$ cat config.mk
export PLATFORM = sky130hd
export DESIGN_NAME = sram_port_arbiter
export DESIGN_NICKNAME = d
export VERILOG_FILES = /design/src/rtl/sram_port_arbiter.sv
export SDC_FILE = /design/constraint.sdc
export NUM_CORES = 1
export LEC_CHECK = 0
export CAP_MARGIN = 20
export CORE_AREA = 2 2 138 140
export CTS_BUF_LIST = sky130_fd_sc_hd__clkbuf_8
export CTS_CLUSTER_DIAMETER = 60
export DETAILED_ROUTE_END_ITERATION = 8
export DIE_AREA = 0 0 140 142
export GPL_TIMING_DRIVEN = 0
export PLACE_DENSITY = 0.67
export SETUP_SLACK_MARGIN = 0.4
export SLEW_MARGIN = 20
export SYNTH_ARGS = -nofsm -noshare
export SYNTH_HDL_FRONTEND = slang
export SYNTH_SLANG_ARGS = --single-unit
$ cat constraint.sdc
create_clock -name clock_i -period 4.15 [get_ports clock_i]
set_clock_uncertainty 0.05 [all_clocks]
set_input_delay 0.83 -clock clock_i [delete_from_list [all_inputs] [get_ports clock_i]]
set_output_delay 0.83 -clock clock_i [all_outputs]
set_load 0.02 [all_outputs]
$ cat src/rtl/sram_port_arbiter.sv
// sram_port_arbiter: round-robin read/write arbiter for a single-port SRAM, with zero-fill
// after reset or flush and a one-entry hold buffer for stalled read responses.
module sram_port_arbiter #(
  parameter int ADDR_W = 9,
  parameter int DATA_W = 76,
  parameter int MASK_W = 4
) (
  input  logic              clock_i,
  input  logic              reset_i,
  input  logic              flush_i,
  output logic              init_done_o,
  input  logic              r_req_valid_i,
  output logic              r_req_ready_o,
  input  logic [ADDR_W-1:0] r_req_addr_i,
  output logic              r_resp_valid_o,
  input  logic              r_resp_ready_i,
  output logic [DATA_W-1:0] r_resp_data_o,
  input  logic              w_req_valid_i,
  output logic              w_req_ready_o,
  input  logic [ADDR_W-1:0] w_req_addr_i,
  input  logic [DATA_W-1:0] w_req_data_i,
  input  logic [MASK_W-1:0] w_req_mask_i,
  output logic              sram_en_o,
  output logic              sram_wmode_o,
  output logic [ADDR_W-1:0] sram_addr_o,
  output logic [MASK_W-1:0] sram_wmask_o,
  output logic [DATA_W-1:0] sram_wdata_o,
  input  logic [DATA_W-1:0] sram_rdata_i
);
  typedef enum logic [1:0] {INIT, RUN, DRAIN} state_e;
  state_e state_q, state_d;
  logic [ADDR_W-1:0] init_cnt_q, init_cnt_d;
  logic [DATA_W-1:0] hold_q, hold_d;
  logic p1_q, p1_d, hold_v_q, hold_v_d, last_rd_q, last_rd_d;
  logic init, run, r_ok, r_acc, w_acc, stall;
  always_comb begin
    init = state_q == INIT;
    run = state_q == RUN && !flush_i;
    r_ok = !hold_v_q && (!p1_q || r_resp_ready_i);
    // Each ready looks only at the other side's valid, never its own.
    r_req_ready_o = run && r_ok && (!w_req_valid_i || !last_rd_q);
    w_req_ready_o = run && (!r_ok || !r_req_valid_i || last_rd_q);
    r_acc = r_req_valid_i && r_req_ready_o;
    w_acc = w_req_valid_i && w_req_ready_o;
    init_done_o = state_q == RUN;
    r_resp_valid_o = p1_q || hold_v_q;
    r_resp_data_o = hold_v_q ? hold_q : sram_rdata_i;
    sram_en_o = !reset_i && (init || r_acc || w_acc);
    sram_wmode_o = init || w_acc;
    sram_addr_o = init ? init_cnt_q : r_acc ? r_req_addr_i : w_req_addr_i;
    sram_wmask_o = init ? '1 : w_req_mask_i;
    sram_wdata_o = init ? '0 : w_req_data_i;
    // Capture the macro output while it still holds the pre-write value.
    stall = p1_q && !r_resp_ready_i;
    p1_d = r_acc;
    hold_v_d = hold_v_q ? !r_resp_ready_i : stall;
    hold_d = stall ? sram_rdata_i : hold_q;
    last_rd_d = r_acc ? 1'b1 : w_acc ? 1'b0 : last_rd_q;
    init_cnt_d = init ? init_cnt_q + ADDR_W'(1) : '0;
    state_d = (init && &init_cnt_q) ? RUN :
              (state_q == RUN && flush_i) ? DRAIN :
              (state_q == DRAIN && !hold_v_d) ? INIT : state_q;
  end
  always_ff @(posedge clock_i or posedge reset_i) begin
    if (reset_i) begin
      state_q <= INIT;
      init_cnt_q <= '0;
      hold_q <= '0;
      p1_q <= 1'b0;
      hold_v_q <= 1'b0;
      last_rd_q <= 1'b0;
    end else begin
      state_q <= state_d;
      init_cnt_q <= init_cnt_d;
      hold_q <= hold_d;
      p1_q <= p1_d;
      hold_v_q <= hold_v_d;
      last_rd_q <= last_rd_d;
    end
  end
endmodule

### Word-level counts from Yosys, hierarchy flattened

Cells that the tools add are included.

* register bits: 90
* input port bits: 180
* output and inout bits: 171
* logic and storage cells: 55

* $add $sub $neg: 1
* equal/unequal tests: 2
* muxes and demuxes: 12
* reductions and logical operators: 34

Operators with widths (number)
* $mux 76: 2
* $mux 9: 3
* $logic_and 1x1->1: 12
* $logic_not 1->1: 10
* $add 9x1->9 const B: 1
* $reduce_and 9->1: 1
* $logic_or 1x1->1: 8
* $mux 2: 3
* $mux 4: 1
* $mux 1: 3
* $reduce_bool 3->1: 1
* $eq 2x1->1 const B: 1
* $eq 2x2->1 const B: 1
* $logic_not 2->1: 1
* $reduce_bool 2->1: 1

### Logic depth before layout (Yosys ltp)

* depth after elaboration: 10
* gate-level depth with buffers: 6
* depth with buffers taken out: 6

### Least setup slack after synthesis

OpenSTA, ideal clock, no wires.

* path type: input to output
* from: input r_resp_ready_i
* to: output sram_addr_o[1]
* arrival: 1783 ps
* data required time: 3270 ps
* setup slack: 1487 ps
* cell stages on the path: 5
* buffers on the path: 1
* cell sequence: nand2b_1 -> buf_4 -> nand2_1 -> nor2_4 -> o21ai_0

* cells in the longest elaborated chain, start to end: 7

Ends and longest elaborated chain
* from (decl): line 16 `input logic r_resp_ready_i,`
* $logic_or 1x1->1: line 39 `r_ok = !hold_v_q && (!p1_q || r_resp_ready_i);`
* $logic_and 1x1->1: line 39
* $logic_and 1x1->1 (2 in a row): line 41 `r_req_ready_o = run && r_ok && (!w_req_valid_i || !last_rd_q);`
* $logic_and 1x1->1: line 43 `r_acc = r_req_valid_i && r_req_ready_o;`
* $mux 9 (2 in a row): line 50 `sram_addr_o = init ? init_cnt_q : r_acc ? r_req_addr_i : w_req_addr_i;`
* to (decl): line 25 `output logic [ADDR_W-1:0] sram_addr_o,`

No other way between the ends.

### Final worst setup path

* from: input r_resp_ready_i
* to: output sram_wmode_o

* cells in the longest elaborated chain, start to end: 8

Ends and longest elaborated chain
* $logic_or 1x1->1: line 39
* $logic_and 1x1->1: line 39
* $logic_not 1->1: line 42 `w_req_ready_o = run && (!r_ok || !r_req_valid_i || last_rd_q);`
* $logic_or 1x1->1 (2 in a row): line 42
* $logic_and 1x1->1: line 42
* $logic_and 1x1->1: line 44 `w_acc = w_req_valid_i && w_req_ready_o;`
* $logic_or 1x1->1: line 49 `sram_wmode_o = init || w_acc;`
* to (decl): line 24 `output logic sram_wmode_o,`

No other way between the ends.

==> summary.md <==
| Metric | Value |
|---|---|
| CTS tree | built |
| EDFF count, synth | 0 |
| Max_cap viols | 0 |
| Layout cells sized above 1 | 13.6% |
| Total track usage | 21.1% |
| Post-Syn Instances | 600 |
| Top_reg_cell synth | dfrtp_1 |
| Pwr dens | 356 nW/um^2 |
| Hold Path Depth | 2 |
| GPL Wtd Cong | 0.899 |
| Post-synth ARST share | 100% |
| Post-Synth Adder-Cell Area | 0.475% |
| Slowest cell on crit path | clkdlybuf4s50_1 |
| Drc violations | 25 |
| LEAKAGE | 4.20 nW |
| Setup slack after layout | 576 ps |
| YS warnings | 0 |
| Die area | 19900 sq um |
| Main combinational cell family by area after synthesis | simple AND/OR/NAND/NOR gates |
| Critical Path End Type | output port |
| FMAX | 0.280 GHz |
| Highest metal used | met4 |
| Hold path start | hold_q[72] |
| Clk buf depth | 2 |
| Post-Synth XOR/XNOR Area | 0.664% |
| Final setup vio count | 0 |
| Placeable Area | 18500 sq um |
| Worst Max-Slew Pin Slew | 537 ps |
| Failing checks | design-rule violations |
| Cts bufs inserted | 9 |
| Library cells used by synthesis | 33 |
| Kind of critical path | in -> out |
| FF-to-FF setup slack | 2690 ps |
| Vias in the first global route | 5324 |
| Detailed placement HPWL | 17600 um |
| Die Y | 142 um |
| Synth Area in Simple Gates | 30.6% |
| Area growth from synthesis to layout | 76.6% |
| Syn Nets | 782 |
| Die W | 140 um |
| Antenna violations before repair | 3 |
| 1st-iter DRT viols | 288 |
| Crit start category | primary input |
| Hold Vio Cnt, Final | 0 |
| Via count | 5381 |
| Reg2reg path depth | 6 |
| Filler cell count in the final layout | 1775 |
| Mean post-synth cell area | 8.79 sq um |
| H-Tree Level Count | 3 |
| Worst-path clk slew | 90 ps |
| Crit path time final | 3570 ps |
| Top post-synthesis cells by area | dfrtp_1 (43%), nand2_1 (17%), mux2_2 (16%) |
| Fraction of synthesized area in multiplexers | 17.8% |
| Critical Path AT | 2690 ps |
| Delay of the slowest critical-path stage | 670 ps |
| Final Max Tran Viols | 0 |
| Num ports | 351 |
| First-pass GRT wire length | 31700 um |
| Initial Util | 28.6% |
| Worst-Skew Late Latency | 360 ps |
| Pre-CTS WS | 341 ps |
| CTS sink count | 90 |
| Compound-cell area share of the yosys netlist | 2.54% |
| M1 wire length | 8760 um |
| WL met3 | 1580 um |
| Endpoint, Worst Hold | hold_q[72] |
| RSZ-0062 raised after global routing | false |
| Crit path cell chain | clkdlybuf4s50_1 > nand2b_1 > buf_4 > nand2_1 > o21ai_0 > a21oi_1 > clkdlybuf4s50_1 |
| Worst reg2reg startpoint | p1_q |
| Total Nets Final | 1145 |
| TritonRoute pass-1 iters | 7 |
| Count leader, synth | nand2_1 |
| Critical Path Most Common Cell | clkdlybuf4s50_1 |
| HP Class | reg -> reg |
| Fin Hold WS | 427 ps |
| DR WL met2 | 10600 um |
| Antenna-violating nets left | 0 |
| FP Rows | 50 |
| Yosys top cell area share | 42.7% |
| Vias per Instance | 4.47 |
| Largest net degree at the start of global routing | 47 |
| Max IR drop VDD | 0.000172 V |
| Synth area leader | dfrtp_1 |
| Post-detailed-route wirelength per cell | 18.0 um |
| Post-synth top cells | nand2_1 (232), dfrtp_1 (90), and2_1 (80), mux2_2 (76), buf_2 (16) |
| Gr ovfl total | 0 |
| Port bufs | 350 |
| Mapped Area | 5270 sq um |
| Critical Path RT | 3270 ps |
| Final WL | 21700 um |
| Status | complete, but fails checks |
| Final period util | 86.1% |
| Crit path max fanout | 6 |
| Rel. slew slack | 64.2% |
| Clk root buf | clkbuf_8 |
| Number of synthesized register bits | 90 |
| Worst R2R End | hold_q[17] |
| Seq/Total Area, Yosys | 42.7% |
[where the power goes]
part | total, W | switching (W) | internal, W
clock network | 0.000596 | 0.000324 | 0.000272
registers | 0.00132 | 0.000160 | 0.00116
logic | 0.00139 | 0.000675 | 0.000718
total | 0.00331 | 0.00116 | 0.00215
[how the worst max path moves through the flow]
stage	to	cells after the start	startpoint
6_report	sram_wmode_o	7	r_resp_ready_i
5_1_grt	sram_addr_o[0]	7	r_resp_ready_i
4_1_cts	sram_addr_o[4]	7	flush_i
3_5_place_dp	sram_en_o	8	r_resp_ready_i
3_3_place_gp	hold_q[33]	2	reset_i
2_1_floorplan	hold_q[0]	1	reset_i
[metrics by stage]
| stage | total power, W | instance area, sq um | util [%] | setup TNS, ps | instances |
|---|---|---|---|---|---|
| 4_1_cts | 0.00335 | 9280 | 50.3 | 0 | 1199 |
| 5_1_grt | 0.00354 | 9310 | 50.4 | 0 | 1203 |
| 3_3_place_gp | 0.00271 | 9070 | 49.1 | -77580 | 1184 |
| 3_5_place_dp | 0.00274 | 9100 | 49.3 | 0 | 1185 |
| 6_report | 0.00331 | 9310 | 50.4 | 0 | 1203 |
| 2_1_floorplan | 0.00205 | 5270 | - | 0 | 600 |
[state kept, by name (all words and copies together) (netlist names)]
name,flops
hold_q,76
init_cnt_q,9
state_q,2
hold_v_q,1
last_rd_q,1
p1_q,1
[cell type report]
| class | instances | area [sq um] | share of cell area [%] |
|---|---|---|---|
| Multi-Input combinational cell | 467 | 2750 | 29.5 |
| Timing Repair Buffer | 352 | 3550 | 38.1 |
| Buffer | 41 | 268 | 2.88 |
| Tap cell | 234 | 293 | 3.15 |
| Clock buffer | 9 | 124 | 1.33 |
| Inverter | 2 | 12.5 | 0.134 |
| Clock inverter | 5 | 58.8 | 0.632 |
| Sequential cell | 90 | 2250 | 24.2 |
| Antenna cell | 3 | 7.51 | 0.0806 |
[layer usage]
layer	up-vias	GRT usage [%]
met2	224	35.9
met5	-	0
met4	0	9.09
met1	2471	25.6
met3	39	5.32
li1	2647	-
[critical path, delay by kind of cell]
| kind | cells | cell delay (ps) |
|---|---|---|
| simple gates | 2 | 320 |
| compound gates | 2 | 270 |
| buf+inv | 3 | 1260 |
[kinds of logic after synthesis]
group           count (synthesis)
simple gates                  354
flops                          90
mux                            84
buf+inv                        43
compound gates                 23
xor+xnor                        4
fa+ha+maj                       2
[timing repair]
item | CTS | global route
hold buffers | 0 | 0
cloned | 0 | 0
setup endpoints to repair | 4 | 6
gates resized for setup | 4 | 6
setup buffers | 0 | 1
pin swaps | 0 | 1
[placed cells by master (no fill, tap or decap), types with 2 or more instances in the layout]
| cell | Yosys | layout |
|---|---|---|
| clkdlybuf4s50_1 | 0 | 340 |
| nand2_1 | 232 | 232 |
| dfrtp_1 | 90 | 90 |
| and2_1 | 80 | 80 |
| mux2_2 | 76 | 76 |
| buf_2 | 16 | 16 |
| nand3_1 | 12 | 12 |
| o21ai_0 | 11 | 11 |
| clkbuf_1 | 9 | 9 |
| buf_6 | 9 | 9 |
| nor2_1 | 9 | 9 |
| clkbuf_8 | 0 | 9 |
| buf_4 | 7 | 8 |
| mux2i_1 | 8 | 8 |
| a21oi_1 | 6 | 6 |
| dlymetal6s2s_1 | 0 | 6 |
| nand2b_1 | 5 | 5 |
| nor2b_1 | 4 | 4 |
| dlygate4sd2_1 | 0 | 4 |
| diode_2 | 0 | 3 |
| xor2_1 | 3 | 3 |
| nor3_1 | 3 | 3 |
| inv_1 | 2 | 2 |
| a31oi_1 | 2 | 2 |
| or3_1 | 2 | 2 |
| ha_1 | 2 | 2 |
| clkinv_4 | 0 | 2 |
Power figures use the tool's default switching activity.
